### src/rtl/registrador_historico_n.sv
// registrador_historico_n
// ---------------------------------------------------------------------------
// History register. It keeps the last DEPTH loaded N-bit words as a stack
// with the newest word at position 0. It supports push (enable), undo/pop
// (undo), and overwrite of the newest entry (enable and undo together).
// Any stored word can be read back through the index port.
//
// Every position at or beyond the valid count holds INIT_VALUE. A read of an
// unused slot therefore returns the initial value. A pop followed by a push
// leaves the stack consistent.
//
// Ports
//   clock    : single clock, all state changes on the rising edge
//   clear    : synchronous active-high reset to the initial state
//   enable   : push D as the newest entry
//   undo     : pop the newest entry (overwrite when enable is also 1)
//   D        : data to push or overwrite
//   index    : read select, 0 = newest
//   Q        : newest entry (registered)
//   Q_index  : entry[index], or INIT_VALUE when index >= DEPTH (combinational)
//   count    : number of valid entries, 0..DEPTH (registered)
//   empty    : count == 0 (registered)
//   full     : count == DEPTH (registered)
// ---------------------------------------------------------------------------
module registrador_historico_n #(
  parameter int            N          = 8,
  parameter int            DEPTH      = 4,
  parameter logic [N-1:0]  INIT_VALUE = '0,
  localparam int           W          = $clog2(DEPTH),
  localparam int           C          = $clog2(DEPTH + 1)
) (
  input  logic         clock,
  input  logic         clear,
  input  logic         enable,
  input  logic         undo,
  input  logic [N-1:0] D,
  input  logic [W-1:0] index,
  output logic [N-1:0] Q,
  output logic [N-1:0] Q_index,
  output logic [C-1:0] count,
  output logic         empty,
  output logic         full
);

  localparam logic [C-1:0] DEPTH_C = C'(DEPTH);
  localparam logic [C-1:0] ZERO_C  = C'(0);
  localparam logic [C-1:0] ONE_C   = C'(1);
  localparam logic [W:0]   DEPTH_W = (W + 1)'(DEPTH);

  // The declaration initialisers make the power-up contents equal the
  // reset state, so no clear pulse is needed before first use.
  logic [N-1:0] entry_r [DEPTH] = '{default: INIT_VALUE};
  logic [C-1:0] count_r         = ZERO_C;
  logic         empty_r         = 1'b1;
  logic         full_r          = 1'b0;

  logic [N-1:0] entry_n_s [DEPTH];
  logic [C-1:0] count_n_s;
  logic [N-1:0] q_index_s;

  // Next-state computation for push, pop, overwrite and hold.
  always_comb begin
    for (int i = 0; i < DEPTH; i++) begin
      entry_n_s[i] = entry_r[i];
    end
    count_n_s = count_r;

    case ({enable, undo})
      2'b10: begin
        // Push. When the stack is full, the oldest word falls off the end.
        entry_n_s[0] = D;
        for (int i = 1; i < DEPTH; i++) begin
          entry_n_s[i] = entry_r[i-1];
        end
        if (count_r == DEPTH_C) begin
          count_n_s = count_r;
        end else begin
          count_n_s = count_r + ONE_C;
        end
      end
      2'b01: begin
        // Pop. The vacated top slot is refilled with INIT_VALUE so that the
        // invariant holds. A pop on an empty stack changes nothing.
        if (count_r != ZERO_C) begin
          for (int i = 0; i < DEPTH - 1; i++) begin
            entry_n_s[i] = entry_r[i+1];
          end
          entry_n_s[DEPTH-1] = INIT_VALUE;
          count_n_s          = count_r - ONE_C;
        end else begin
          count_n_s = count_r;
        end
      end
      2'b11: begin
        // Overwrite the newest entry in place. On an empty stack this
        // creates the first entry.
        entry_n_s[0] = D;
        if (count_r == ZERO_C) begin
          count_n_s = ONE_C;
        end else begin
          count_n_s = count_r;
        end
      end
      default: begin
        count_n_s = count_r;
      end
    endcase
  end

  // State registers. Clear takes priority over any pending operation.
  always_ff @(posedge clock) begin
    if (clear) begin
      for (int i = 0; i < DEPTH; i++) begin
        entry_r[i] <= INIT_VALUE;
      end
      count_r <= ZERO_C;
      empty_r <= 1'b1;
      full_r  <= 1'b0;
    end else begin
      for (int i = 0; i < DEPTH; i++) begin
        entry_r[i] <= entry_n_s[i];
      end
      count_r <= count_n_s;
      empty_r <= (count_n_s == ZERO_C);
      full_r  <= (count_n_s == DEPTH_C);
    end
  end

  // Random read port. An index beyond DEPTH, which is only possible when
  // DEPTH is not a power of two, returns the initial value.
  always_comb begin
    q_index_s = INIT_VALUE;
    if ({1'b0, index} < DEPTH_W) begin
      q_index_s = entry_r[index];
    end else begin
      q_index_s = INIT_VALUE;
    end
  end

  assign Q       = entry_r[0];
  assign Q_index = q_index_s;
  assign count   = count_r;
  assign empty   = empty_r;
  assign full    = full_r;

endmodule

### config.mk
export PLATFORM = sky130hd
export DESIGN_NAME = registrador_historico_n
export DESIGN_NICKNAME = d
export VERILOG_FILES = /design/src/rtl/registrador_historico_n.sv
export SDC_FILE = /design/constraint.sdc
export NUM_CORES = 1
export LEC_CHECK = 0
export ABC_CLOCK_PERIOD_IN_PS = 5000
export BUFFER_PORTS_ARGS = -buffer_cell sky130_fd_sc_hd__buf_2
export CAP_MARGIN = 20
export CELL_PAD_IN_SITES_DETAIL_PLACEMENT = 1
export CELL_PAD_IN_SITES_GLOBAL_PLACEMENT = 2
export CORE_ASPECT_RATIO = 0.9
export CORE_MARGIN = 1
export CORE_UTILIZATION = 30
export DETAILED_ROUTE_END_ITERATION = 10
export PLACE_DENSITY_LB_ADDON = 0.1
export SLEW_MARGIN = 20
export SYNTH_ARGS = -nofsm -noshare
export SYNTH_HDL_FRONTEND = slang
export SYNTH_SLANG_ARGS = --single-unit
### constraint.sdc
create_clock -name clock -period 5 [get_ports clock]
set_input_delay 0.25 -clock clock [delete_from_list [all_inputs] [get_ports clock]]
set_output_delay 0.25 -clock clock [all_outputs]
set_load 0.005 [all_outputs]
-- After elaboration in Yosys (flattened, before gate mapping)
Memories as Yosys holds them, arrays and structs flattened.
Cells that the tools add are included.
- register bits: 5
- bits in latches: 0
- RAM bits: 32
- ROM bits: 0
- input port bits: 14
- output and inout port bits: 21
- word-level logic and storage cells: 33
- memories: 1
- memories (name ; depth ; bits a word ; rd ports ; clocked after Yosys merged registers in ; write ports ; line ; RTL):
    entry_r ; 4 ; 8 ; 5 ; 0 ; 4 ; 52 ; logic [N-1:0] entry_r [DEPTH] = '{default: INIT_VALUE};
- add/sub/neg operators: 2
- multipliers: 0
- divide/modulo/power cells: 0
- magnitude comparators: 0
- equal/unequal tests: 5
- shifts and indexed selects: 0
- multiplexer cells: 14
- bitwise operators: 4
- reduce and logical (&&, ||, !) cells: 4
- operator list (operator ; number):
    one-hot mux 24 bit (2 select lines) ; 1
    2-to-1 mux 32 bit ; 1
    2-to-1 mux 8 bit ; 4
    one-hot mux 8 bit (2 select lines) ; 1
    2-to-1 mux 3 bit ; 3
    one-hot mux 3 bit (3 select lines) ; 1
    equality test 3 bit, second input constant ; 2
    zero test 3 bit ; 2
    equality test 2 bit, second input constant ; 2
    OR 1 bit ; 4
    adder 3 x 1 -> 3 bit, second input constant ; 1
    2-to-1 mux 1 bit ; 3
    nonzero test 3 bit ; 1
    subtractor 3 x 1 -> 3 bit, second input constant ; 1
    equality test 2 x 1 -> 1 bit, second input constant ; 1
    OR reduction 2 bit ; 1

-- Longest topological paths before layout
- word-level depth: 4
- mapped depth: 10
- depth with buffers taken out: 9

-- Least setup slack after synthesis
Ideal clock, no wire load.
- path type: flip-flop to flip-flop
- start: register count_r[0] (netlist: count[0])
- end: register empty_r (netlist: empty)
- library setup time: 128 ps
- arrival time: 1836 ps
- required time: 4872 ps
- setup slack: 3036 ps
- stages on the path, launching flop included: 11
- path buffers: 1
- period minus slack after synthesis: 1964 ps
- cells stage by stage: dfxtp_1 > inv_1 > ha_1 > nor2b_4 > inv_1 > buf_2 > ha_1 > nand2b_1 > a21o_1 > a31oi_1 > nor3_1
- cells in the longest elaborated chain, start to end: 4
- elaborated cells on any way between the ends: 10
- classes of those cells: add/sub (2); eq/ne (1); mux (4); reduce/logical (3)
- RTL lines (element ; line ; RTL):
    start: declaration ; 53 ; logic [C-1:0] count_r = ZERO_C;
    start signal: assignment ; 123 ; count_r <= count_n_s;
    subtractor 3 x 1 -> 3 bit (tied with other cells) ; 89 ; count_n_s = count_r - ONE_C;
    2-to-1 mux 3 bit (on tied branches) ; 84, 75, 98 ;
    one-hot mux 3 bit (3 select lines) * ; 68 ; case ({enable, undo})
    zero test 3 bit * ; 124 ; empty_r <= (count_n_s == ZERO_C);
    end signal: assignment ; 124 ;
    end: declaration ; 54 ; logic empty_r = 1'b1;
Mark *: on every way between the ends. The rest lies on a longest branch, timed or not.
A chain may end at the register's enable or synchronous reset.

-- Worst setup path in the final report
Same ends and word-level chain as after synthesis.

==> impl_metrics.py <==
metrics = {
    "sta": {
        "maxSlewViolCount": 0,
        "finalSetupTns_ns": 0,
        "fmax_mhz": 432,
        "relSlewSlack_pct": 29.7,
        "setup_violations": 0,
        "whs_ns": 0.257,
        "final_period_minus_worst_setup_slack_ns": 2.32,
        "rsz0062_at_grt": "false",
        "skew_ns": 0.00350,
        "finalCritPeriodShare_pct": 46.3,
        "worst_pin_slew_ns": 1.05,
        "finalHoldViolCount": 0,
    },
    "yosys": {
        "synth_mux_area_share_pct": 16.5,
        "synth_seq_cells": 37,
        "synthAdderAreaFrac_pct": 2.43,
        "synthesis.area_um2": 2060,
        "synth_area_leaders": "dfxtp_1 36%, a211oi_1 8.7%, mux4_2 8.7%",
        "synth.net_count": 230,
        "synth_top_family_by_area": "simple AND/OR/NAND/NOR gates",
        "synth_cells": 212,
        "yosysWarnings": 0,
        "synth-seq-area-share_pct": 35.9,
        "yosysTopAreaCell": "dfxtp_1",
        "yosys.area_share.xor_xnor_pct": 0,
        "synth-compound-area-share_pct": 14.9,
        "netlist.area_leader.share_pct": 35.9,
        "synth.distinct_cells": 39,
        "synth_edf_count": 0,
        "synth-simple-area-share_pct": 22.1,
        "avgSynthCellArea_um2": 9.73,
        "synth-main-ff-cell": "dfxtp_1",
        "synthArstFlopShare_pct": 0,
    },
    "power": {
        "ir_worst_vdd_uv": 99.2,
        "power_density_nw_per_um2": 313,
        "leakage_uw": 0.000958,
    },
    "flow_run": {
        "drv_cap": 0,
    },
    "floorplanning": {
        "io_pins": 35,
        "core_area_um2": 6620,
        "row_count": 28,
        "start_util_pct": 31.2,
        "dieArea_um2": 7210,
        "die_y_um": 80.7,
        "die_w_um": 89.4,
    },
    "setup_path": {
        "r2r_setup_slack_ns": 2.68,
        "cp-end-kind": "flip-flop",
        "worstPathRequired_ns": 5.15,
        "slowest_delay_ns": 0.42,
        "cp.arrival_ns": 2.47,
        "path_delay_family": "adder cells",
        "cpMaxStageDelayCell": "dfxtp_1",
        "path_class": "reg2reg",
        "crit_path_cell_trace": "inv_1, ha_1, nor2b_4, inv_1, ha_1, nand2b_1, a21o_1, a31oi_1, nor3_1",
        "path_max_fanout": 11,
        "cp_num_buf_inv": 2,
        "startpoint_type": "flip-flop",
    },
    "clocking": {
        "cts-root-buf": "clkbuf_8",
        "cts_tree": "done",
        "postCtsSetupBuffers": 0,
        "cts.hold.buffers_added": 0,
        "clk_latency_ns": 0.28,
        "cts.clk_slew.worst_paths_ns": 0.07,
        "htreeDepth": 2,
        "cts_sinks": 37,
        "cts_buffer_depth": 2,
        "cts-resized-gates": 0,
        "numCtsBuffers": 5,
    },
    "drt": {
        "drt-total-wl_um": 5630,
        "wl_per_cell_um": 17.4,
        "drc": 0,
        "vias": 1701,
        "dr.pass1.iters": 4,
        "ant_nets": 0,
        "drt-initial-drc-count": 63,
        "vias_per_cell": 5.25,
    },
    "worst_hold_path": {
        "hold_class": "in2reg",
    },
    "place": {
        "globalplace.congestion": 0.774,
        "place.port_buffers": 34,
        "dp_hpwl_um": 4020,
        "dpl.cell_count": 317,
    },
    "global_routing": {
        "grt_pass1_wl_um": 9070,
        "grt.total_usage_pct": 16.8,
        "antenna_found_initial": 0,
        "grt.overflow.total": 0,
        "met3_usage_pct": 3.08,
        "top_usage_layer": "met2",
        "grt_pass1_vias": 1684,
        "global_route.usage.met1_pct": 24.5,
        "grt_max_degree": 36,
        "gr-usage-met2_pct": 25.7,
    },
    "outcome": {
        "outcome": "finished, final reports clean",
    },
    "layout": {
        "area.growth.synth_to_final_pct": 11.1,
        "multi_input_area_um2": 1150,
        "nFillCells": 774,
        "final_nets": 252,
        "layout-drive-gt1-share_pct": 25.2,
        "final_cell_count_no_fill": 324,
        "diodes": 0,
        "register_area_um2": 741,
    },
}
-- cells by family (layout without fill, tap and decap cells) --
| logic type | after synthesis | after routing |
|---|---|---|
| fa+ha+maj | 4 | 4 |
| buf+inv | 26 | 48 |
| mux | 24 | 24 |
| simple gates | 77 | 77 |
| compound gates | 44 | 44 |
| flops | 37 | 37 |
-- tightest hold or removal path, cell delays in order --
cell and delay (ns):
buf_2 0.10, nor2b_1 0.09, nor3_1 0.05
-- path summary, 6_finish.rpt --
| kind | startpoint | end | depth (start not counted) |
|---|---|---|---|
| setup / recovery | count[0] | empty | 9 |
| hold reg to reg | entry_r[2][1] | entry_r[3][1] | 2 |
| hold / removal | D[5] | entry_r[0][5] | 3 |
| setup reg to reg | count[0] | empty | 9 |
-- final cells by class --
| cell class | instances | share of cell area, % |
|---|---|---|
| Timing Repair Buffer | 35 | 7.75 |
| Tap cell | 90 | 4.91 |
| Multi-Input combinational cell | 149 | 50.3 |
| Clock buffer | 7 | 3.77 |
| Sequential cell | 37 | 32.3 |
| Inverter | 6 | 0.983 |
-- layer usage --
layer / wire (µm) / share of wire [%]
met5: 0 / 0
met4: 21 / 0.37
met3: 202 / 3.6
met2: 2570 / 46
met1: 2840 / 50
-- cell usage after synthesis (2+ instances only) --
cell           instances
a211oi_1              24
a21oi_1               10
a31oi_1                2
and3_1                 8
buf_2                  4
buf_4                  5
buf_6                  3
clkbuf_1               4
dfxtp_1               37
dlygate4sd1_1          2
ha_1                   4
inv_1                  6
mux2i_1               16
mux4_2                 8
nand2_1               12
nand2b_1               3
nand3_1                9
nor2b_1                9
nor3_1                25
o21ai_0                2
-- cells in the final DEF (no fill, tap or decap) --
cell type / count
nor3_4: 1
a21o_1: 1
mux4_2: 8
and3_2: 1
o21ai_0: 2
nor3_1: 25
or3_1: 1
mux2i_1: 16
o21a_1: 1
buf_2: 34
nor3b_2: 1
nor2b_1: 9
clkbuf_1: 1
o221a_2: 1
nand2b_1: 3
nor2_1: 1
nand3_1: 9
a21oi_1: 10
and3_1: 8
a311oi_1: 1
nand2_1: 12
clkbuf_8: 6
a211oi_2: 1
buf_4: 1
inv_1: 6
ha_1: 4
nand2_8: 1
nor4_2: 1
nand2_2: 1
nor4bb_1: 1
a31oi_1: 2
nor2b_4: 1
o22ai_1: 1
dfxtp_1: 37
a211oi_1: 24
or2_2: 1
-- power by group --
group | total, µW | internal (µW) | switching [µW]
clock network | 212 | 110 | 103
logic | 159 | 70.7 | 87.8
registers | 347 | 319 | 27.6
-- registers in the layout (all words and copies together) (netlist names) --
| name | count |
|---|---|
| count | 3 |
| empty | 1 |
| entry_r | 32 |
| full | 1 |
-- per-stage QoR --
step                util [%]  total power (µW)  instance area [µm²]  setup slack (ns)
floorplan                  -               467                 2060              3.04
CTS                     34.6               729                 2290              2.70
global placement        33.3               505                 2210              2.73
global route            34.6               761                 2290              2.47
detailed placement      33.3               512                 2210              2.72
finish                  34.6               718                 2290              2.68
Power figures use the tool's default switching activity.
